**src/rtl/kvs_axis_latency_probe.sv**
```systemverilog
`default_nettype none
// ============================================================================
// Module      : kvs_axis_latency_probe
// Description : AXI-Stream request/response probe. Passes both streams through
//               combinationally, timestamps each request at its last beat,
//               matches responses in order and reports per-request latency,
//               packet counts and min/max/sum latency statistics. Limits the
//               number of outstanding requests and supports a drain request.
// Revision    : 1.0 - initial release
// ============================================================================
module kvs_axis_latency_probe #(
    parameter int DATA_WIDTH      = 64,
    parameter int USER_WIDTH      = 64,
    parameter int TS_WIDTH        = 48,
    parameter int MAX_OUTSTANDING = 16,
    parameter int CNT_WIDTH       = 32,
    parameter int SUM_WIDTH       = 64
) (
    input  logic                              clk_390,
    input  logic                              clk_390_rst_n,
    // request stream from the network
    input  logic [DATA_WIDTH-1:0]             from_net_tdata,
    input  logic [DATA_WIDTH/8-1:0]           from_net_tkeep,
    input  logic [USER_WIDTH-1:0]             from_net_tuser,
    input  logic                              from_net_tvalid,
    input  logic                              from_net_tlast,
    output logic                              from_net_tready,
    // request stream to the KVS
    output logic [DATA_WIDTH-1:0]             to_kvs_tdata,
    output logic [DATA_WIDTH/8-1:0]           to_kvs_tkeep,
    output logic [USER_WIDTH-1:0]             to_kvs_tuser,
    output logic                              to_kvs_tvalid,
    output logic                              to_kvs_tlast,
    input  logic                              to_kvs_tready,
    // response stream from the KVS
    input  logic [DATA_WIDTH-1:0]             from_kvs_tdata,
    input  logic [DATA_WIDTH/8-1:0]           from_kvs_tkeep,
    input  logic [USER_WIDTH-1:0]             from_kvs_tuser,
    input  logic                              from_kvs_tvalid,
    input  logic                              from_kvs_tlast,
    output logic                              from_kvs_tready,
    // response stream to the network
    output logic [DATA_WIDTH-1:0]             to_net_tdata,
    output logic [DATA_WIDTH/8-1:0]           to_net_tkeep,
    output logic [USER_WIDTH-1:0]             to_net_tuser,
    output logic                              to_net_tvalid,
    output logic                              to_net_tlast,
    input  logic                              to_net_tready,
    // control and statistics
    input  logic                              drain_i,
    input  logic                              stat_clr_i,
    output logic [$clog2(MAX_OUTSTANDING):0]  outstanding_o,
    output logic                              lat_valid_o,
    output logic [TS_WIDTH-1:0]               lat_value_o,
    output logic [CNT_WIDTH-1:0]              pkts_in_o,
    output logic [CNT_WIDTH-1:0]              pkts_out_o,
    output logic [TS_WIDTH-1:0]               lat_min_o,
    output logic [TS_WIDTH-1:0]               lat_max_o,
    output logic [SUM_WIDTH-1:0]              lat_sum_o,
    output logic                              underflow_o
);

    localparam int                c_addr_w = $clog2(MAX_OUTSTANDING);
    localparam logic [c_addr_w:0] c_full   = (c_addr_w + 1)'(MAX_OUTSTANDING);

    // Registered state
    logic [TS_WIDTH-1:0]   r_ts;
    logic [TS_WIDTH-1:0]   r_ts_mem [MAX_OUTSTANDING];
    logic [c_addr_w-1:0]   r_wr_ptr;
    logic [c_addr_w-1:0]   r_rd_ptr;
    logic [c_addr_w:0]     r_count;
    logic                  r_in_mid;
    logic                  r_drain_pend;
    logic                  r_lat_valid;
    logic [TS_WIDTH-1:0]   r_lat_value;
    logic [CNT_WIDTH-1:0]  r_pkts_in;
    logic [CNT_WIDTH-1:0]  r_pkts_out;
    logic [TS_WIDTH-1:0]   r_lat_min;
    logic [TS_WIDTH-1:0]   r_lat_max;
    logic [SUM_WIDTH-1:0]  r_lat_sum;
    logic                  r_underflow;

    // Combinational handshake decode
    logic                  w_gate;
    logic                  w_in_hs;
    logic                  w_out_hs;
    logic                  w_push;
    logic                  w_pop_hs;
    logic                  w_pop_ok;
    logic                  w_underflow;
    logic [TS_WIDTH-1:0]   w_lat;

    // The gate only closes between packets, so a started packet always completes.
    assign w_gate = ~r_in_mid & ((r_count == c_full) | r_drain_pend);

    assign to_kvs_tdata    = from_net_tdata;
    assign to_kvs_tkeep    = from_net_tkeep;
    assign to_kvs_tuser    = from_net_tuser;
    assign to_kvs_tlast    = from_net_tlast;
    assign to_kvs_tvalid   = from_net_tvalid & ~w_gate;
    assign from_net_tready = to_kvs_tready & ~w_gate;

    assign to_net_tdata    = from_kvs_tdata;
    assign to_net_tkeep    = from_kvs_tkeep;
    assign to_net_tuser    = from_kvs_tuser;
    assign to_net_tlast    = from_kvs_tlast;
    assign to_net_tvalid   = from_kvs_tvalid;
    assign from_kvs_tready = to_net_tready;

    assign w_in_hs     = to_kvs_tvalid & to_kvs_tready;
    assign w_out_hs    = to_net_tvalid & to_net_tready;
    assign w_push      = w_in_hs & to_kvs_tlast;
    assign w_pop_hs    = w_out_hs & to_net_tlast;
    assign w_pop_ok    = w_pop_hs & (r_count != '0);
    assign w_underflow = w_pop_hs & (r_count == '0);

    // Modular subtraction keeps the latency correct across timestamp wrap.
    assign w_lat = r_ts - r_ts_mem[r_rd_ptr];

    assign outstanding_o = r_count;
    assign lat_valid_o   = r_lat_valid;
    assign lat_value_o   = r_lat_value;
    assign pkts_in_o     = r_pkts_in;
    assign pkts_out_o    = r_pkts_out;
    assign lat_min_o     = r_lat_min;
    assign lat_max_o     = r_lat_max;
    assign lat_sum_o     = r_lat_sum;
    assign underflow_o   = r_underflow;

    // Free-running timestamp.
    always_ff @(posedge clk_390 or negedge clk_390_rst_n) begin
        if (!clk_390_rst_n) begin
            r_ts <= '0;
        end else begin
            r_ts <= r_ts + 1'b1;
        end
    end

    // Timestamp storage; contents are only meaningful under the pointers.
    always_ff @(posedge clk_390) begin
        if (w_push) begin
            r_ts_mem[r_wr_ptr] <= r_ts;
        end
    end

    // FIFO pointers and occupancy; a push and a valid pop together leave it unchanged.
    always_ff @(posedge clk_390 or negedge clk_390_rst_n) begin
        if (!clk_390_rst_n) begin
            r_wr_ptr <= '0;
            r_rd_ptr <= '0;
            r_count  <= '0;
        end else begin
            if (w_push) begin
                r_wr_ptr <= r_wr_ptr + 1'b1;
            end
            if (w_pop_ok) begin
                r_rd_ptr <= r_rd_ptr + 1'b1;
            end
            case ({w_push, w_pop_ok})
                2'b10:   r_count <= r_count + 1'b1;
                2'b01:   r_count <= r_count - 1'b1;
                default: r_count <= r_count;
            endcase
        end
    end

    // Packet-boundary tracking and drain request; a new drain request beats the clear.
    always_ff @(posedge clk_390 or negedge clk_390_rst_n) begin
        if (!clk_390_rst_n) begin
            r_in_mid     <= 1'b0;
            r_drain_pend <= 1'b0;
        end else begin
            if (w_in_hs) begin
                r_in_mid <= ~to_kvs_tlast;
            end
            if (drain_i) begin
                r_drain_pend <= 1'b1;
            end else if ((r_count == '0) && !r_in_mid) begin
                r_drain_pend <= 1'b0;
            end
        end
    end

    // Per-request latency report, one cycle after the matching response.
    always_ff @(posedge clk_390 or negedge clk_390_rst_n) begin
        if (!clk_390_rst_n) begin
            r_lat_valid <= 1'b0;
            r_lat_value <= '0;
        end else begin
            r_lat_valid <= w_pop_ok;
            if (w_pop_ok) begin
                r_lat_value <= w_lat;
            end
        end
    end

    // Running statistics; a clear overrides any update in the same cycle.
    always_ff @(posedge clk_390 or negedge clk_390_rst_n) begin
        if (!clk_390_rst_n) begin
            r_pkts_in   <= '0;
            r_pkts_out  <= '0;
            r_lat_min   <= '1;
            r_lat_max   <= '0;
            r_lat_sum   <= '0;
            r_underflow <= 1'b0;
        end else if (stat_clr_i) begin
            r_pkts_in   <= '0;
            r_pkts_out  <= '0;
            r_lat_min   <= '1;
            r_lat_max   <= '0;
            r_lat_sum   <= '0;
            r_underflow <= 1'b0;
        end else begin
            if (w_push) begin
                r_pkts_in <= r_pkts_in + 1'b1;
            end
            if (w_pop_hs) begin
                r_pkts_out <= r_pkts_out + 1'b1;
            end
            if (w_pop_ok) begin
                if (w_lat < r_lat_min) begin
                    r_lat_min <= w_lat;
                end
                if (w_lat > r_lat_max) begin
                    r_lat_max <= w_lat;
                end
                r_lat_sum <= r_lat_sum + SUM_WIDTH'(w_lat);
            end
            if (w_underflow) begin
                r_underflow <= 1'b1;
            end
        end
    end

endmodule
`default_nettype wire

```
**config.mk**
```make
export PLATFORM = sky130hd
export DESIGN_NAME = kvs_axis_latency_probe
export DESIGN_NICKNAME = d
export VERILOG_FILES = /design/src/rtl/kvs_axis_latency_probe.sv
export SDC_FILE = /design/constraint.sdc
export NUM_CORES = 2
export LEC_CHECK = 0
export ABC_AREA = 1
export CAP_MARGIN = 0
export CORE_ASPECT_RATIO = 1.4
export CORE_MARGIN = 3
export CORE_UTILIZATION = 40
export DETAILED_ROUTE_END_ITERATION = 7
export DONT_BUFFER_PORTS = 1
export GPL_ROUTABILITY_DRIVEN = 0
export PLACE_DENSITY = 0.51
export SYNTH_ARGS = -nofsm -noshare
export SYNTH_HDL_FRONTEND = slang
export SYNTH_SLANG_ARGS = --single-unit
export TNS_END_PERCENT = 10
```
**constraint.sdc**
```tcl
create_clock -name clk_390 -period 5.3 [get_ports clk_390]
set_input_delay 1.325 -clock clk_390 [delete_from_list [all_inputs] [get_ports clk_390]]
set_output_delay 1.325 -clock clk_390 [all_outputs]
set_load 0.05 [all_outputs]
```
==> results.md <==
* Outcome: finished clean
* Share of layout cells above drive strength 1 at between 10% and 20%
* Placed wire-length estimate at between 150000 and 200000 um
* CP Launch Type: flip-flop
* Synth async-reset ratio at 30.5%
* ANT nets after route at 0
* H-tree levels at 3
* Unrepaired setup endpoints after global routing: yes
* Slew margin rel. at 29.7%
* WL final at 249000 um
* Post-synth EDFFs at around 770
* Die H at ~460 um
* Vias in the first global route at ~45000
* Multiplexer share of the synthesized area at 0%
* Layout net count at 7126
* Crit-path slowest cell: dfrtp_4
* Synth Area in Simple Gates at between 10% and 20%
* Worst-Margin Slew at between 1 and 1.5 ns
* Placed cell count at 8390
* Register bit count reported by yosys at 1105
* Synth Area in Compound Gates at roughly a tenth
* Design Area, Final at about 69000 sq um
* Adder-cell area share of the yosys netlist at 4.47%
* Clock Tree Buf Depth at 3
* I/O Buffers at 0
* I/O Pins at around 840
* CP max stage delay at 0.45 ns
* Final std cells w/o fill at around 8700
* Die width at ~330 um
* Yosys cell types at 59
* Req. time, crit path at 5.98 ns
* Hold crit path type: in2async
* Max-cap viol count at 0
* XOR/XNOR Fraction of Synth Area at ~1.4%
* Slew Limit Fails at 0
* CTS buffer count at between 100 and 150
* Tot Pwr at 0.0460 W
* Initial core utilization at around two fifths
* Largest family of logic cells by synthesized area: simple AND/OR/NAND/NOR gates
* Leakage at between 20 and 30 nW
* Vias at ~48000
* CTS tree: yes
* Worst-Skew Late Latency at between 0.7 and 0.8 ns
* Cell mode on critical path: nand2_1
* Gr usage total at about a third
* Ys flop type: edfxtp_1
* Crit Path Class: reg2reg
* CTS clk-pin slew, worst paths at ~0.070 ns
* Die Area at 150000 sq um
* Post-Synthesis Cells at approximately 6400
* Commonest non-fill, non-tap cell in the layout: nand2_1
* Drt via density at 5.54
* Initial DRC count at approximately 4400
* R2R Setup Slk at approximately 0.12 ns
* Final hold viol count at 0
* CTS Hold Buffers Added at 0
* WL per Instance at 28.8 um
* Fillers at 13659
* Max Freq at 193 MHz
* Synthesized net count at around 6900
* Synth warn at 0
* Avg Inst Size Synth at roughly 9.1 sq um
* DRC Markers at 0
* Final Cycle Share at a little over nine tenths
* CP max FO at 19
* Area Overhead vs Synth at 18.4%
* Area after DPL at around 62000 sq um
* Total grt overflow at 0
* Drt first pass iters at 5
* First-pass GRT wire length at ~340000 um
* Crit path DAT at around 5.9 ns
* Final min period at slightly above 5 ns
* Hold_ws at ~0.25 ns
* Peak VDD IR at ~0.42 mV
* Initial antenna violation count at 4
* Worst Setup End Kind: flip-flop
* Core Area at 145000 sq um
* Clock Tree Root: clkbuf_16
* Register area share after synthesis at ~54%
* Synthesized area at roughly 58000 sq um
* Final setup viols at 0
* Core Rows at 165
* Worst Skew at 0.0590 ns
* Final TNS setup at 0 ns
* Most frequent cells in the layout: 1298 x nand2_1, 768 x edfxtp_1, 690 x inv_1
* Top post-synthesis cells by area: edfxtp_1 40%, dfrtp_1 12%, nand2_1 9.1%
* Largest net degree at the start of global routing at 338
* Share of the synthesized area in the top cell type at 39.6%
* Power per cell area at approximately 670 nW/um^2
* CTS Sinks at approximately 1100
* Cell taking the most area after synthesis: edfxtp_1
==> registers in the layout (all words and copies together) (netlist names) <==
register / count
r_ts_mem: 768
lat_sum_o: 64
lat_max_o: 48
lat_min_o: 48
lat_value_o: 48
r_ts: 48
pkts_in_o: 32
pkts_out_o: 32
outstanding_o: 5
r_rd_ptr: 4
r_wr_ptr: 4
lat_valid_o: 1
r_drain_pend: 1
r_in_mid: 1
underflow_o: 1
==> metrics by stage <==
step	setup WS, ns	utilization, %
after floorplan	-0.845	-
after detailed placement	-0.780	43.2
after CTS	-0.0176	46.1
final	0.122	47.7
after global placement	-0.772	43.2
after global routing	-0.0855	47.7
==> cells by family after synthesis <==
logic type / after synthesis
xor gates and xnor gates: 95
buffers and inverters: 1239
DFF: 1105
AOI/OAI and AO/OA: 1072
adders and majority gates: 206
and+or+nand+nor: 2707
==> power breakdown <==
group | switching, W | internal [W] | leakage (nW)
clock | 0.00354 | 0.00444 | 1.77
combinational | 0.0150 | 0.0101 | 15.6
sequential | 0.00291 | 0.00995 | 12.3
==> layer usage <==
metal | wire length, um | up-vias | GRT usage [%]
li1 | - | 21801 | -
met1 | 82600 | 23200 | 32.1
met2 | 115000 | 2340 | 50.1
met3 | 33900 | 602 | 17.3
met4 | 16200 | 24 | 17.2
met5 | 1450 | - | 7.11
==> worst max-delay path, delay by kind of cell, from the launching register on <==
kind / cells / cell delay [ns]
AOI/OAI and AO/OA: 4 / 0.67
xor gates and xnor gates: 1 / 0.14
DFF: 1 / 0.45
buffers and inverters: 11 / 1.48
adders and majority gates: 2 / 0.51
and+or+nand+nor: 16 / 1.84
==> synth_stat cells, types with 5 or more instances <==
cell,count
a21oi_1,196
and2_1,16
buf_1,13
buf_2,51
buf_4,281
clkbuf_1,156
dfrtp_1,289
dfstp_2,48
edfxtp_1,768
ha_1,203
inv_1,728
inv_2,5
nand2_1,1404
nand2_2,7
nand3_1,303
nand3b_1,17
nand4_1,54
nor2_1,758
nor2_2,7
nor2_4,7
nor3_1,83
nor4_1,18
o211ai_1,52
o21a_1,7
o21ai_0,573
o21ai_1,15
o21bai_1,12
o221ai_1,139
o22ai_1,50
o31ai_1,15
or2_2,5
xnor2_1,21
xor2_1,73
==> layout make-up <==
class / instances / area, sq um / share of cell area, %
Antenna cell: 2 / 5.00 / 0.00726
Sequential cell: 1105 / 31600 / 45.8
Tap cell: 1920 / 2400 / 3.49
Multi-Input combinational cell: 4080 / 22600 / 32.8
Timing Repair inverter: 1 / 8.76 / 0.0127
Clock buffer: 147 / 3060 / 4.43
Timing Repair Buffer: 608 / 5930 / 8.60
Inverter: 734 / 2810 / 4.07
Clock inverter: 56 / 541 / 0.784
==> timing repair <==
item | 4_1_cts | 5_1_grt
pin swaps | 2 | 81
endpoints found under the setup margin | 132 | 142
resized for setup | 73 | 457
setup buffers | 10 | 21
gates cloned | 7 | 21
==> final timing paths <==
path | start | end | cells after the start
max | r_rd_ptr[0] | lat_min_o[42] | 34
min | clk_390_rst_n | lat_sum_o[42] | 0
max reg2reg | r_rd_ptr[0] | lat_min_o[42] | 34
min reg2reg | r_in_mid | r_drain_pend | 2
max in group asynchronous | clk_390_rst_n | r_in_mid | 0
min in group clk_390 | r_in_mid | r_drain_pend | 2
Power figures use the tool's default switching activity.
